==> src/rtl/imm_extend_pipe.sv <==
// ----------------------------------------------------------------------------
// imm_extend_pipe
//
// Registered immediate/operand extender placed between decode and the
// execute operand mux. Each transaction selects a source field width
// (byte/half/word/full), signed or unsigned fill, and an optional
// left-shift-by-16 for LUI-class immediates. The result and its tag are
// carried through a valid/ready pipeline stage with a one-entry skid buffer.
// in_ready comes straight from the skid-valid flop, so it has no
// combinational path from out_ready.
//
// Parameters:
//   SIZE_IN   width of operand a (>= 32)
//   SIZE_OUT  width of out_data (>= SIZE_IN + 16)
//   TAG_W     width of the sideband tag (destination register id)
//
// Ports:
//   clk        rising-edge clock
//   rst        asynchronous reset, active-high
//   in_valid   input transaction present
//   in_ready   block can accept an input this cycle
//   a          operand to extend
//   size_sel   00 byte, 01 half, 10 word, 11 full SIZE_IN
//   sgn        1 = sign-extend from field MSB, 0 = zero-extend
//   shl16      1 = shift extended result left 16, zero-fill
//   in_tag     sideband tag, passed through unchanged
//   out_valid  output transaction present
//   out_ready  consumer accepts this cycle
//   out_data   extended result
//   out_tag    tag matching out_data
// ----------------------------------------------------------------------------
module imm_extend_pipe #(
    parameter int SIZE_IN  = 32,
    parameter int SIZE_OUT = 64,
    parameter int TAG_W    = 5
) (
    input  logic                clk,
    input  logic                rst,
    input  logic                in_valid,
    output logic                in_ready,
    input  logic [SIZE_IN-1:0]  a,
    input  logic [1:0]          size_sel,
    input  logic                sgn,
    input  logic                shl16,
    input  logic [TAG_W-1:0]    in_tag,
    output logic                out_valid,
    input  logic                out_ready,
    output logic [SIZE_OUT-1:0] out_data,
    output logic [TAG_W-1:0]    out_tag
);

    // One pipeline entry: extended result plus its tag.
    typedef struct packed {
        logic [SIZE_OUT-1:0] data;
        logic [TAG_W-1:0]    tag;
    } entry_t;

    localparam logic [1:0] SEL_BYTE = 2'b00;
    localparam logic [1:0] SEL_HALF = 2'b01;
    localparam logic [1:0] SEL_WORD = 2'b10;
    localparam logic [1:0] SEL_FULL = 2'b11;

    // ------------------------------------------------------------------
    // Extension datapath (input side, combinational)
    // ------------------------------------------------------------------
    logic                w_msb;
    logic [SIZE_OUT-1:0] w_ext;
    logic [SIZE_OUT-1:0] w_result;
    entry_t              w_in_entry;

    always_comb begin
        // NOTE: every variable gets a default first, so no path leaves it
        // unassigned and no latch is inferred.
        w_msb = 1'b0;
        w_ext = '0;
        case (size_sel)
            SEL_BYTE: begin
                w_msb = sgn & a[7];
                w_ext = {{(SIZE_OUT-8){w_msb}}, a[7:0]};
            end
            SEL_HALF: begin
                w_msb = sgn & a[15];
                w_ext = {{(SIZE_OUT-16){w_msb}}, a[15:0]};
            end
            SEL_WORD: begin
                w_msb = sgn & a[31];
                w_ext = {{(SIZE_OUT-32){w_msb}}, a[31:0]};
            end
            SEL_FULL: begin
                w_msb = sgn & a[SIZE_IN-1];
                w_ext = {{(SIZE_OUT-SIZE_IN){w_msb}}, a};
            end
            default: begin
                w_msb = 1'b0;
                w_ext = '0;
            end
        endcase
        // LUI-class: shift left 16 with zero fill; the top 16 bits drop off.
        w_result = shl16 ? {w_ext[SIZE_OUT-17:0], 16'b0} : w_ext;
    end

    assign w_in_entry = '{data: w_result, tag: in_tag};

    // ------------------------------------------------------------------
    // Output stage + skid buffer
    // ------------------------------------------------------------------
    entry_t r_out;
    logic   r_out_valid;
    entry_t r_skid;
    logic   r_skid_valid;

    logic w_accept;    // input handshake completes at this edge
    logic w_out_free;  // output stage is empty or is transferring

    // in_ready depends only on the skid flop, never on out_ready.
    assign in_ready   = ~r_skid_valid;
    assign w_accept   = in_valid & ~r_skid_valid;
    assign w_out_free = ~r_out_valid | out_ready;

    // NOTE: every flop here, data included, is cleared by reset so nothing
    // stale can surface on out_data/out_tag after reset.
    always_ff @(posedge clk or posedge rst) begin
        if (rst) begin
            r_out        <= '0;
            r_out_valid  <= 1'b0;
            r_skid       <= '0;
            r_skid_valid <= 1'b0;
        end else if (w_out_free) begin
            // NOTE: non-blocking assignments so every flop samples the
            // pre-edge state regardless of statement order.
            if (r_skid_valid) begin
                // Older entry in the skid goes first; in_ready was 0, so
                // no input can be accepted on this edge.
                r_out        <= r_skid;
                r_out_valid  <= 1'b1;
                r_skid_valid <= 1'b0;
            end else if (w_accept) begin
                r_out       <= w_in_entry;
                r_out_valid <= 1'b1;
            end else begin
                // Data/tag hold their last value; only valid drops.
                r_out_valid <= 1'b0;
            end
        end else if (w_accept) begin
            // Output stalled: park the new entry in the skid buffer.
            r_skid       <= w_in_entry;
            r_skid_valid <= 1'b1;
        end
    end

    assign out_valid = r_out_valid;
    assign out_data  = r_out.data;
    assign out_tag   = r_out.tag;

endmodule

==> config.mk <==
export PLATFORM = sky130hd
export DESIGN_NAME = imm_extend_pipe
export DESIGN_NICKNAME = d
export VERILOG_FILES = /design/src/rtl/imm_extend_pipe.sv
export SDC_FILE = /design/constraint.sdc
export NUM_CORES = 1
export LEC_CHECK = 0
export CELL_PAD_IN_SITES_DETAIL_PLACEMENT = 0
export CELL_PAD_IN_SITES_GLOBAL_PLACEMENT = 1
export CORE_MARGIN = 2
export CORE_UTILIZATION = 25
export DETAILED_ROUTE_END_ITERATION = 6
export HOLD_SLACK_MARGIN = 0.06
export PLACE_DENSITY = 0.62
export SETUP_SLACK_MARGIN = 0.4
export SKIP_CTS_REPAIR_TIMING = 1
export SLEW_MARGIN = 20
export SYNTH_ARGS = -nofsm -noshare
export SYNTH_HDL_FRONTEND = slang
export SYNTH_SLANG_ARGS = --single-unit
==> constraint.sdc <==
create_clock -name clk -period 8.25 [get_ports clk]
set_clock_uncertainty 0.15 [all_clocks]
set_input_delay 0.825 -clock clk [delete_from_list [all_inputs] [get_ports clk]]
set_output_delay 0.825 -clock clk [all_outputs]
set_load 0.1 [all_outputs]
==> results of run 1 <==
==> power by group through the flow <==
| stage | Clock (mW) | Combinational (mW) | Sequential (mW) |
|---|---|---|---|
| after detailed placement | 0 | 0.887 | 0.726 |
| after CTS | 0.471 | 0.889 | 0.716 |
| final | 0.457 | 0.881 | 0.715 |
| after global routing | 0.498 | 0.926 | 0.730 |
| after floorplan | 0 | 0.300 | 1.09 |
| after global placement | 0 | 0.880 | 0.723 |
==> routing by layer <==
layer / global-route usage / vias to the layer above
met2: 0.2491 / 118
met4: 0.04714 / 0
met5: 0 / -
met1: 0.2117 / 2165
met3: 0.02577 / 20
li1: - / 2072
==> registers in the layout, summed over array words and instances, names as in the netlist <==
register,cells
r_skid,54
out_data,49
out_tag,5
out_valid,1
r_skid_valid,1
==> worst paths after layout <==
kind / startpoint / to / slack [ns] / depth (start not counted)
min reg2reg: r_skid[2] / r_skid[2] / 0.33 / 2
min in group asynchronous: rst / r_skid[42] / 0.76 / 2
max in group asynchronous: rst / r_skid_valid / 5.85 / 3
max: out_data[62] / out_data[52] / 5.09 / 1
max reg2reg: r_skid_valid / r_skid[40] / 5.51 / 7
min: r_skid[2] / r_skid[2] / 0.33 / 2
==> synth_stat cells <==
cell type / count
buf_4: 16
o311ai_1: 3
or2_2: 1
mux2i_1: 5
o311ai_0: 5
o31ai_1: 23
inv_1: 10
o21ai_1: 3
and2b_1: 1
dfrtp_1: 110
buf_6: 2
a31oi_1: 1
and3_1: 1
buf_2: 16
and4b_1: 1
nor2b_1: 2
o21ai_0: 56
a21boi_0: 1
clkbuf_1: 26
a21oi_2: 11
nor2_1: 34
buf_1: 1
a211o_1: 1
a21oi_1: 56
o211ai_1: 1
mux2_4: 1
a311oi_1: 1
a22oi_1: 17
o21a_1: 16
nor4bb_1: 1
a22o_1: 16
nand2b_1: 10
nand2_1: 105
and2_1: 3
a21oi_4: 1
==> cells by family (layout without fill, tap and decap cells) <==
family | Yosys count | count (layout) | share of synthesized area
AOI/OAI and AO/OA | 212 | 212 | 0.2614
buffers and inverters | 71 | 151 | 0.06964
DFF | 110 | 110 | 0.5301
muxes | 6 | 6 | 0.01253
and+or+nand+nor | 159 | 159 | 0.1263
==> worst reg2reg max path, stage by stage (launching register included) <==
cell and delay, ns:
dfrtp_2 0.36, buf_4 0.55, nor2b_1 0.10, buf_4 0.24, nand2_2 0.33, buf_4 0.62
a21oi_1 0.12, a21oi_1 0.19
==> area by class of cell <==
class | count | area [um^2]
clock buffer | 10 | 229.0
clock inverter | 6 | 75.07
fill | 2131 | 13540
inverter | 10 | 40.04
multi-input combinational | 377 | 2098
sequential | 110 | 2754
tap | 270 | 337.8
timing repair buffer | 125 | 1226
==> cells in the final DEF, fill, tap and decap left out, types with 2 or more instances in the layout <==
cell,n
a21oi_1,56
a21oi_2,11
a22o_1,16
a22oi_1,17
and2_1,3
buf_4,10
clkbuf_16,9
clkdlybuf4s50_1,115
dfrtp_1,109
inv_1,9
inv_6,3
mux2i_1,5
nand2_1,104
nand2b_1,10
nor2_1,34
nor2b_1,2
o21a_1,16
o21ai_0,56
o21ai_1,2
o311ai_0,5
o311ai_1,3
o31ai_1,23
==> impl_metrics.py, run 1 <==
metrics = {
    "die": {
        "core.rowCount": 52,
        "ios": 116,
        "fp.dieH_um": 148.1,
        "core_um2": 20300,
        "dieArea_um2": 21940,
        "fp.dieW_um": 148.1,
        "start_util": 0.2558,
    },
    "sta": {
        "setup_ws_ns": 5.091,
        "whs_ns": 0.3303,
        "clock.fmax_mhz": 316.5,
        "rsz0062_at_grt": "no",
        "period_minus_slack_ns": 3.159,
        "finalMaxSlewViolations": 0,
        "hold_viol": 0,
        "setup-tns-final_ns": 0,
        "setup_viol": 0,
        "slew_headroom": 0.2678,
        "fin_crit_sh": 0.3830,
        "tightest_slew_ns": 1.094,
    },
    "place": {
        "place_congestion": 0.7615,
        "pre_cts_ws_ns": 4.955,
        "dpl.hpwl_um": 11280,
        "dpl.cell_count": 892,
        "place_area_um2": 6456,
        "numPortBuffers": 115,
    },
    "global_route": {
        "grt_pass1_vias": 4437,
        "overflow": 0,
        "grt_pass1_wl_um": 26050,
        "grt.total_usage": 0.1538,
        "grt_max_degree": 66,
        "antenna_found_initial": 0,
    },
    "synthesis": {
        "yosysTopAreaCellShare": 0.5301,
        "synth_cells": 558,
        "syn_area_um2": 5192,
        "ys_seq_area_frac": 0.5301,
        "yosys.area.top_type": "dfrtp_1",
        "synth_nets": 603,
        "yosysWarnings": 0,
        "avgSynthCellArea_um2": 9.306,
        "yosys-top-cells-area": "dfrtp_1 (53%), nand2_1 (7.6%), a21oi_1 (5.4%)",
        "ys_types": 35,
        "ys_ff_latch": 110,
    },
    "power_and_ir_drop": {
        "p_sw_frac": 0.4673,
        "p_clk_frac": 0.223,
        "p_leak_nw": 2.804,
        "vdd_drop_max_mv": 0.1212,
        "power_frac_comb": 0.429,
        "power.switching_mw": 0.9589,
        "p_int_mw": 1.093,
        "p_seq_frac": 0.348,
        "p_total_mw": 2.052,
        "powerDensity_nw_per_um2": 303.6,
    },
    "critical_path": {
        "arrival_ns": 2.18,
        "crit_fanout": 17,
        "critical-path-top-delay-family": "buffers and inverters",
        "crit_type": "register to output port",
        "end_kind": "output port",
        "worstPathCellList": "clkdlybuf4s50_1",
        "cp_slowest_cell": "clkdlybuf4s50_1",
        "cpPeakStageDelay_ns": 1.22,
        "required_ns": 7.28,
        "cp_num_buf_inv": 1,
        "startpoint_type": "register",
    },
    "drt": {
        "dr_wl_met2_um": 7762,
        "avgRoutedWirePerCell_um": 18.00,
        "routed.top_layer": "met4",
        "wl_met3_um": 677,
        "num_vias": 4375,
        "wl_um": 16350,
        "dr.first_iter.drc_count": 204,
        "drc_errors": 0,
        "dr.pass1.iters": 4,
        "wl_met1_um": 7591,
        "ant_nets": 0,
        "via_per_inst": 4.818,
    },
    "cells_and_area": {
        "layout.nets": 678,
        "fin_cells": 908,
        "antennaDiodeCount": 0,
        "design_area_um2": 6760,
        "syn_to_final_growth_pct": 30.19,
        "drive_gt1_frac": 0.06897,
        "fin_util": 0.3330,
    },
    "clock_tree": {
        "clock-sinks": 110,
        "htree_levels": 3,
        "worstSkewPairLatency_ns": 0.35,
        "clk_path_buf_depth": 2,
        "cts_buffers": 9,
        "cts_tree": "yes",
        "clk_pin_slew_ns": 0.08,
        "root_buffer": "clkbuf_16",
    },
    "job": {
        "cap_viol_max_count": 0,
    },
    "status": {
        "outcome": "complete, no violations",
    },
    "hold_path": {
        "hold_class": "register to register",
    },
}
Note: power is estimated with default switching activity, not from simulation.
==> inputs of run 2 (changes only) <==
- clock period: 8.25 -> 3 ns (I/O delays scaled with it)
==> impl_metrics.py, run 2 (synthesized netlist as in run 1, its figures left out) <==
metrics = {
    "critical_path": {
        "cpPeakStageDelay_ns": 0.63,
        "cp_num_buf_inv": 1,
        "startpoint_type": "register",
        "cp_slowest_cell": "a211o_1",
        "arrival_ns": 2.44,
        "reg2reg_to": "out_data[34]",
        "crit_type": "register to register",
        "r2r-start": "r_skid_valid",
        "ff2ff_setup_slack_ns": 0.67,
        "required_ns": 3.11,
        "end_kind": "register",
        "worstRegToRegCells": 4,
        "critical-path-top-delay-family": "compound AO/OA/AOI/OAI gates",
        "worstPathCellList": "buf_4, a211o_1, a21oi_1, o31ai_1",
        "crit_fanout": 44,
    },
    "global_route": {
        "antenna_found_initial": 0,
        "overflow": 0,
        "grt_max_degree": 111,
        "grt.total_usage": 0.1489,
        "use_met2": 0.2400,
        "grtUsageMet3": 0.02209,
        "grt_pass1_wl_um": 25180,
        "top_usage_layer": "met2",
        "grt_pass1_vias": 4405,
        "grtUsageMet1": 0.2027,
    },
    "clock_tree": {
        "htree_levels": 3,
        "clock-sinks": 110,
        "root_buffer": "clkbuf_16",
        "clk_pin_slew_ns": 0.08,
        "worstSkewPairLatency_ns": 0.35,
        "cts_tree": "yes",
        "cts_buffers": 9,
        "clk_path_buf_depth": 2,
    },
    "sta": {
        "whs_ns": 0.2961,
        "finalMaxSlewViolations": 0,
        "period_minus_slack_ns": 2.333,
        "fin_crit_sh": 0.7776,
        "hold_viol": 0,
        "clock.fmax_mhz": 428.7,
        "slew_headroom": 0.3626,
        "rsz0062_at_grt": "no",
        "setup-tns-final_ns": 0,
        "tightest_slew_ns": 0.9526,
        "setup_viol": 0,
    },
    "power_and_ir_drop": {
        "powerDensity_nw_per_um2": 840.1,
        "p_int_mw": 3.026,
        "power_frac_comb": 0.420,
        "p_clk_frac": 0.229,
        "vdd_drop_max_mv": 0.3188,
        "p_total_mw": 5.608,
        "p_seq_frac": 0.351,
        "p_leak_nw": 2.953,
        "power.switching_mw": 2.582,
        "p_sw_frac": 0.4604,
    },
    "cells_and_area": {
        "layout.nets": 687,
        "fin_util": 0.3288,
        "final_cell_mix": "dfrtp_1 (109), nand2_1 (104), buf_4 (89)",
        "fin_cells": 917,
        "regMostFlops": "r_skid",
        "antennaDiodeCount": 0,
        "final_common_cell": "dfrtp_1",
        "largest_register_ff_count": 54,
        "fillers": 2129,
        "syn_to_final_growth_pct": 28.55,
        "drive_gt1_frac": 0.1901,
    },
    "hold_path": {
        "hold_class": "input pin to async pin",
    },
    "place": {
        "place_congestion": 0.7870,
        "numPortBuffers": 115,
        "dpl.cell_count": 901,
        "dpl.hpwl_um": 11100,
    },
    "status": {
        "outcome": "complete, no violations",
    },
    "die": {
        "fp.dieW_um": 148.1,
        "dieArea_um2": 21940,
        "core.rowCount": 52,
        "ios": 116,
        "core_um2": 20300,
        "fp.dieH_um": 148.1,
        "start_util": 0.2558,
    },
    "job": {
        "cap_viol_max_count": 0,
    },
    "drt": {
        "num_vias": 4378,
        "wl_um": 15970,
        "dr.first_iter.drc_count": 283,
        "via_per_inst": 4.774,
        "avgRoutedWirePerCell_um": 17.42,
        "ant_nets": 0,
        "dr.pass1.iters": 4,
        "drc_errors": 0,
    },
}
run 2: worst register-to-register path: stages (launching register included):
cell and delay, ns:
dfrtp_2 0.57, buf_4 0.50, a211o_1 0.64, a21oi_1 0.09, o31ai_1 0.27
run 2: power by group through the flow:
stage               sequential (mW)  combinational (mW)  clock, mW
finish                         1.97                2.35       1.28
global route                   2.01                2.47       1.38
CTS                            1.97                2.37       1.32
detailed placement             2.00                2.37          0
global placement               1.99                2.35          0
floorplan                      3.00               0.826          0
run 2: worst max path at each step:
| stage | start | end | slack (ns) | cells past startpoint |
|---|---|---|---|---|
| after CTS | r_skid_valid | out_data[33] | 0.68 | 4 |
| final | r_skid_valid | out_data[34] | 0.67 | 4 |
| after floorplan | out_valid | out_data[35] | 0.75 | 6 |
| after detailed placement | size_sel[1] | out_data[33] | 0.38 | 5 |
| after global placement | size_sel[1] | out_data[34] | 0.48 | 5 |
| after global routing | r_skid_valid | out_data[46] | 0.50 | 4 |
run 2: routing by layer:
layer,part of all wire,vias up
li1,-,2096
met1,0.46,2125
met2,0.48,138
met3,0.046,19
met4,0.021,0
met5,0,-
run 2: through the flow:
stage | area [um^2] | setup slack, ns
final | 6675 | 0.6671
after global routing | 6675 | 0.5040
after CTS | 6675 | 0.6783
after detailed placement | 6354 | 0.3805
after global placement | 6354 | 0.4758
after floorplan | 5196 | 0.7476
run 2: cell type report:
class / instances / area, um^2 / share of cell area
Clock buffer: 14 / 284.0 / 0.04255
Clock inverter: 2 / 37.54 / 0.005623
Inverter: 10 / 41.29 / 0.006186
Multi-Input combinational cell: 377 / 2092 / 0.3134
Sequential cell: 110 / 2754 / 0.4126
Tap cell: 270 / 337.8 / 0.05061
Timing Repair Buffer: 134 / 1129 / 0.1691
==> patch 1 (config.mk and constraints of run 2) <==
Reset style: synchronous (`rst`), changed in one clocked block. Comments in the files are not updated.
--- a/src/rtl/imm_extend_pipe.sv
+++ b/src/rtl/imm_extend_pipe.sv
@@ -119,7 +119,7 @@
 
     // NOTE: every flop here, data included, is cleared by reset so nothing
     // stale can surface on out_data/out_tag after reset.
-    always_ff @(posedge clk or posedge rst) begin
+    always_ff @(posedge clk) begin
         if (rst) begin
             r_out        <= '0;
             r_out_valid  <= 1'b0;
Formal check against the unedited RTL: differs if rst is asserted again (counterexample within 4 cycles, from zero or initial values and one cycle with rst high); with rst held inactive, the same outputs for 4 cycles.
==> patch 1 against run 2 <==
Sequential cell count unchanged. Fmax increased by 3.2%. Routed wire length decreased by 1.6%. Cell count decreased by 7.4%. Synthesized cell count decreased by 3.9%. Worst setup slack improved by 73 ps. Synthesized area decreased by 11%. Final area decreased by 9.5%.
Power is not compared: it rests on default switching activity, and its combinational part moved more than twofold at a synthesized area within 25%.
==> patch 1: results (changes against run 2) <==
antenna_found_initial: 0  # unchanged
r2r-end: "out_data[37]$_SDFFE_PP0P_"  # was out_data[34]$_DFFE_PP0P_
synth_nets: 581  # was 603
route.vias.total: 4330  # was 4378
io_buffers: 115  # unchanged
crit_arrival_ps: 2300  # was 2440 ps
critPathMaxFanout: 15  # was 44
clk_latency_ps: 360
cts.clk_slew.worst_paths_ps: 70
dp_cells: 834  # was 901
diodes: 0  # unchanged
r2r_cells: 3  # was 4
fillers: 1887  # was 2129
root_buffer: "clkbuf_16"  # unchanged
holdPathStages: 2
crit_path_start: "size_sel[0]"  # was r_skid_valid$_DFFE_PP0P_
ys_seq_area_share_pct: 47.5  # was 53.0%
synth-warning-count: 0  # unchanged
whs_endpoint: "r_skid[20]$_SDFFE_PP0P_"
cp-end-kind: "register"  # unchanged
synthArstFlopShare_pct: 0  # was 100%
synth_cells: 536  # was 558
dr.pass1.iters: 5  # was 4
grt_pass1_vias: 4217  # was 4405
outcome: "finished clean"  # unchanged
drive_gt1_share_pct: 18.7  # was 19.0%
routabilityCongestion: 0.842  # was 0.787
numCtsBuffers: 9  # unchanged
ys.flop_type: "dfxtp_1"  # was dfrtp_1
wl_per_cell_microns: 18.5  # was 17.4 microns
largest_reg_flops: 54  # unchanged
dpl.hpwl_mm: 11.2  # was 11.1 mm
ys_types: 35  # unchanged
grt_pass1_wl_mm: 24.1  # was 25.2 mm
drt_iter0_drc: 355  # was 283
hold_class: "input port to register"  # was input port to asynchronous set/reset pin
synth_area_leaders: "dfxtp_1 (47%), a211oi_1 (7.3%), nand2_1 (4.8%), o22ai_1 (4.3%), nor2_1 (4.3%)"  # was dfrtp_1 (53%), nand2_1 (7.6%), a21oi_1 (5.4%), o21ai_0 (5.4%), o31ai_1 (3.3%)
holdWs_ps: 242  # was 296 ps
synthTopCellsByCount: "dfxtp_1 (110), nand2_1 (59), nor2_1 (53), a211oi_1 (45)"  # was dfrtp_1 (110), nand2_1 (105), a21oi_1 (56), o21ai_0 (56), nor2_1 (34)
grt_usage_pct: 15.8  # was 14.9%
regMostFlops: "r_skid"  # unchanged
min-delay-start: "rst"
worst_pin_slew_ps: 961  # was 953 ps
r2r-start: "r_skid_valid$_SDFFE_PP0P_"  # was r_skid_valid$_DFFE_PP0P_
nNetsFinal: 661  # was 687
rrSetupSlack_ps: 920  # was 670 ps
grt_max_degree: 46  # was 111
cellLeakagePower_nw: 2.26
final_cells: 849  # was 917
peakVddDrop_mv: 0.280
cts_htree_levels: 3  # unchanged
clockBufferDepth: 2  # unchanged
[patch 1: cell families (layout without fill, tap and decap cells)]
kind of cell,count (synthesis),count (layout),synth area share [%]
buffers and inverters,76,160,7.93
and+or+nand+nor,174,174,17.6
AOI/OAI and AO/OA,170,170,25.7
DFF,110,110,47.5
muxes,6,6,1.29
[patch 1: area by class of cell]
type,count,area share [%]
Clock inverter,5,0.994
Sequential cell,110,36.4
Tap cell,229,4.74
Clock buffer,10,3.96
Timing Repair Buffer,134,18.6
Multi-Input combinational cell,350,34.5
Inverter,11,0.683
[patch 1: per-layer routing]
| layer | up-vias | share of wire, % | wire, microns | GRT usage, % |
|---|---|---|---|---|
| met1 | 2066 | 46 | 7280 | 21.1 |
| met2 | 143 | 46 | 7250 | 25.3 |
| met3 | 18 | 5.4 | 848 | 3.21 |
| met4 | 0 | 2.1 | 330 | 5.69 |
| li1 | 2103 | - | - | - |
| met5 | - | 0 | 0 | 0 |
[patch 1: report_power, final]
| group | leakage (nW) | internal (W) | switching, W | total [W] |
|---|---|---|---|---|
| clock | 0.145 | 0.000668 | 0.000558 | 0.00123 |
| combinational | 1.21 | 0.000272 | 0.000848 | 0.00112 |
| sequential | 0.901 | 0.00154 | 0.0000552 | 0.00160 |
| total | 2.26 | 0.00248 | 0.00146 | 0.00394 |
[patch 1: through the flow]
stage / setup slack, ps / instance area (sq um) / util, % / power (W)
floorplan: 743 / 4640 / - / 0.00247
global placement: 266 / 5740 / 31.7 / 0.00275
detailed placement: 175 / 5740 / 31.7 / 0.00276
CTS: 529 / 6040 / 33.4 / 0.00398
global route: 597 / 6040 / 33.4 / 0.00408
finish: 740 / 6040 / 33.4 / 0.00394
[patch 1: worst max-delay path: stages]
cell	delay, ps
clkdlybuf4s50_1	540
mux2i_1	350
nor3_2	120
nor4_4	810
a211oi_1	170
==> patch 2 (config.mk and constraints of run 2) <==
Without the edit above. Set the parameter `SIZE_IN` to 64 (it was 32). Comments in the files are not updated.
--- a/src/rtl/imm_extend_pipe.sv
+++ b/src/rtl/imm_extend_pipe.sv
@@ -30,7 +30,7 @@
 //   out_tag    tag matching out_data
 // ----------------------------------------------------------------------------
 module imm_extend_pipe #(
-    parameter int SIZE_IN  = 32,
+    parameter int SIZE_IN  = 64,
     parameter int SIZE_OUT = 64,
     parameter int TAG_W    = 5
 ) (
Interface: changed (resized a); port bits go from 116 to 148. No check against the original RTL was run, so the function may have changed too.
==> patch 2 against run 2 <==
Sequential cell count is 30 higher. Fmax increased by 6.1%. Worst setup slack better by 130 ps. Synthesized area increased by 23%. Power up 34%. Routed wire length up 36%. Core utilization is 1.6 points higher. Final area grew 30%. Critical path type is now register to output pin. Largest cell class unchanged.
==> patch 2: results (changes against run 2) <==
outcome: "finished clean"  # unchanged
relSlewSlack_pct: 30.1  # was 36.3%
grt_use_met1_pct: 23.9  # was 20.3%
ys_types: 40  # was 35
synth_area_leaders: "dfrtp_1 (55%), nand2_1 (6.6%), o21ai_0 (5.3%), a21oi_1 (5.0%), o22ai_1 (3.7%)"  # was dfrtp_1 (53%), nand2_1 (7.6%), a21oi_1 (5.4%), o21ai_0 (5.4%), o31ai_1 (3.3%)
synth_mux_area_share_pct: 3.80  # was 1.25%
io_buffers: 147  # was 115
grt_pass1_vias: 5365  # was 4405
r2r_cells: 5  # was 4
crit_arrival_ps: 1750  # was 2440 ps
drcViolationCount: 0  # unchanged
synth-warning-count: 0  # unchanged
numCtsBuffers: 17  # was 9
dpl.hpwl_mm: 15.0  # was 11.1 mm
routabilityCongestion: 0.788  # was 0.787
clockBufferDepth: 2  # unchanged
synth_compound_area_share_pct: 22.8  # was 26.1%
fillers: 2634  # was 2129
synthTopCellsByCount: "dfrtp_1 (140), nand2_1 (112), o21ai_0 (67), a21oi_1 (64), nor2_1 (39)"  # was dfrtp_1 (110), nand2_1 (105), a21oi_1 (56), o21ai_0 (56), nor2_1 (34)
dr.pass1.iters: 5  # was 4
grt_usage_pct: 16.6  # was 14.9%
use_met3_pct: 4.44  # was 2.21%
cts.clk_slew.worst_paths_ps: 60  # was 80 ps
cts_htree_levels: 4  # was 3
root_buffer: "clkbuf_16"  # unchanged
preCtsSetupSlack_ps: 416  # was 380 ps
synth_nets: 743  # was 603
antenna_found_initial: 0  # unchanged
peakVddDrop_mv: 0.561  # was 0.319 mV
cp-endpoint: "in_ready"  # was out_data[34]$_DFFE_PP0P_
cellLeakagePower_nw: 3.65  # was 2.95 nW
vias_per_cell: 4.83  # was 4.77
holdWs_ps: 238  # was 296 ps
route.vias.total: 5497  # was 4378
largest_reg_flops: 69  # was 54
wl_per_cell_microns: 19.1  # was 17.4 microns
fmax_ghz: 0.455  # was 0.429 GHz
grt_max_degree: 97  # was 111
clk_latency_ps: 420  # was 350 ps
diodes: 0  # unchanged
drt_iter0_drc: 417  # was 283
r2r-end: "r_skid[10]$_DFFE_PP0P_"  # was out_data[34]$_DFFE_PP0P_
grt.met2_usage_pct: 24.7  # was 24.0%
placed_area_sq_um: 8020  # was 6350 sq um
synthArstFlopShare_pct: 100  # unchanged
critPathMaxFanout: 34  # was 44
synth_cells: 666  # was 558
regMostFlops: "r_skid"  # unchanged
dp_cells: 1106  # was 901
nNetsFinal: 872  # was 687
drive_gt1_share_pct: 18.7  # was 19.0%
grt_pass1_wl_mm: 33.3  # was 25.2 mm
ys_seq_area_share_pct: 54.9  # was 53.0%
rrSetupSlack_ps: 840  # was 670 ps
synth-xor-area-share_pct: 0  # unchanged
patch 2: final cells by class:
type | instances | area [sq um] | share of cell area [%]
tap | 330 | 413 | 4.77
clock buffer | 18 | 439 | 5.07
sequential | 140 | 3500 | 40.5
clock inverter | 14 | 195 | 2.26
timing repair buffer | 167 | 1460 | 16.9
inverter | 3 | 15.0 | 0.173
multi-input combinational | 466 | 2630 | 30.3
patch 2: cell families after synthesis:
group	Yosys count
AOI/OAI and AO/OA	242
buffers and inverters	60
DFF	140
muxes	22
and+or+nand+nor	202
patch 2: routing by layer:
layer  vias up  wire length (microns)  share of wire, %
met5         -                      0                 0
met4         0                    259               1.2
met3        14                   1460               6.7
met2       178                   9950                46
met1      2643                  10100                46
li1       2662                      -                 -
patch 2: power breakdown:
part / switching, W / internal, W
registers: 0.000243 / 0.00227
logic: 0.00207 / 0.000636
clock network: 0.000866 / 0.00142
total: 0.00318 / 0.00433
patch 2: critical path, stage by stage (launching register included):
cell and delay (ps):
dfrtp_1 360, buf_4 390, inv_1 270, buf_4 300
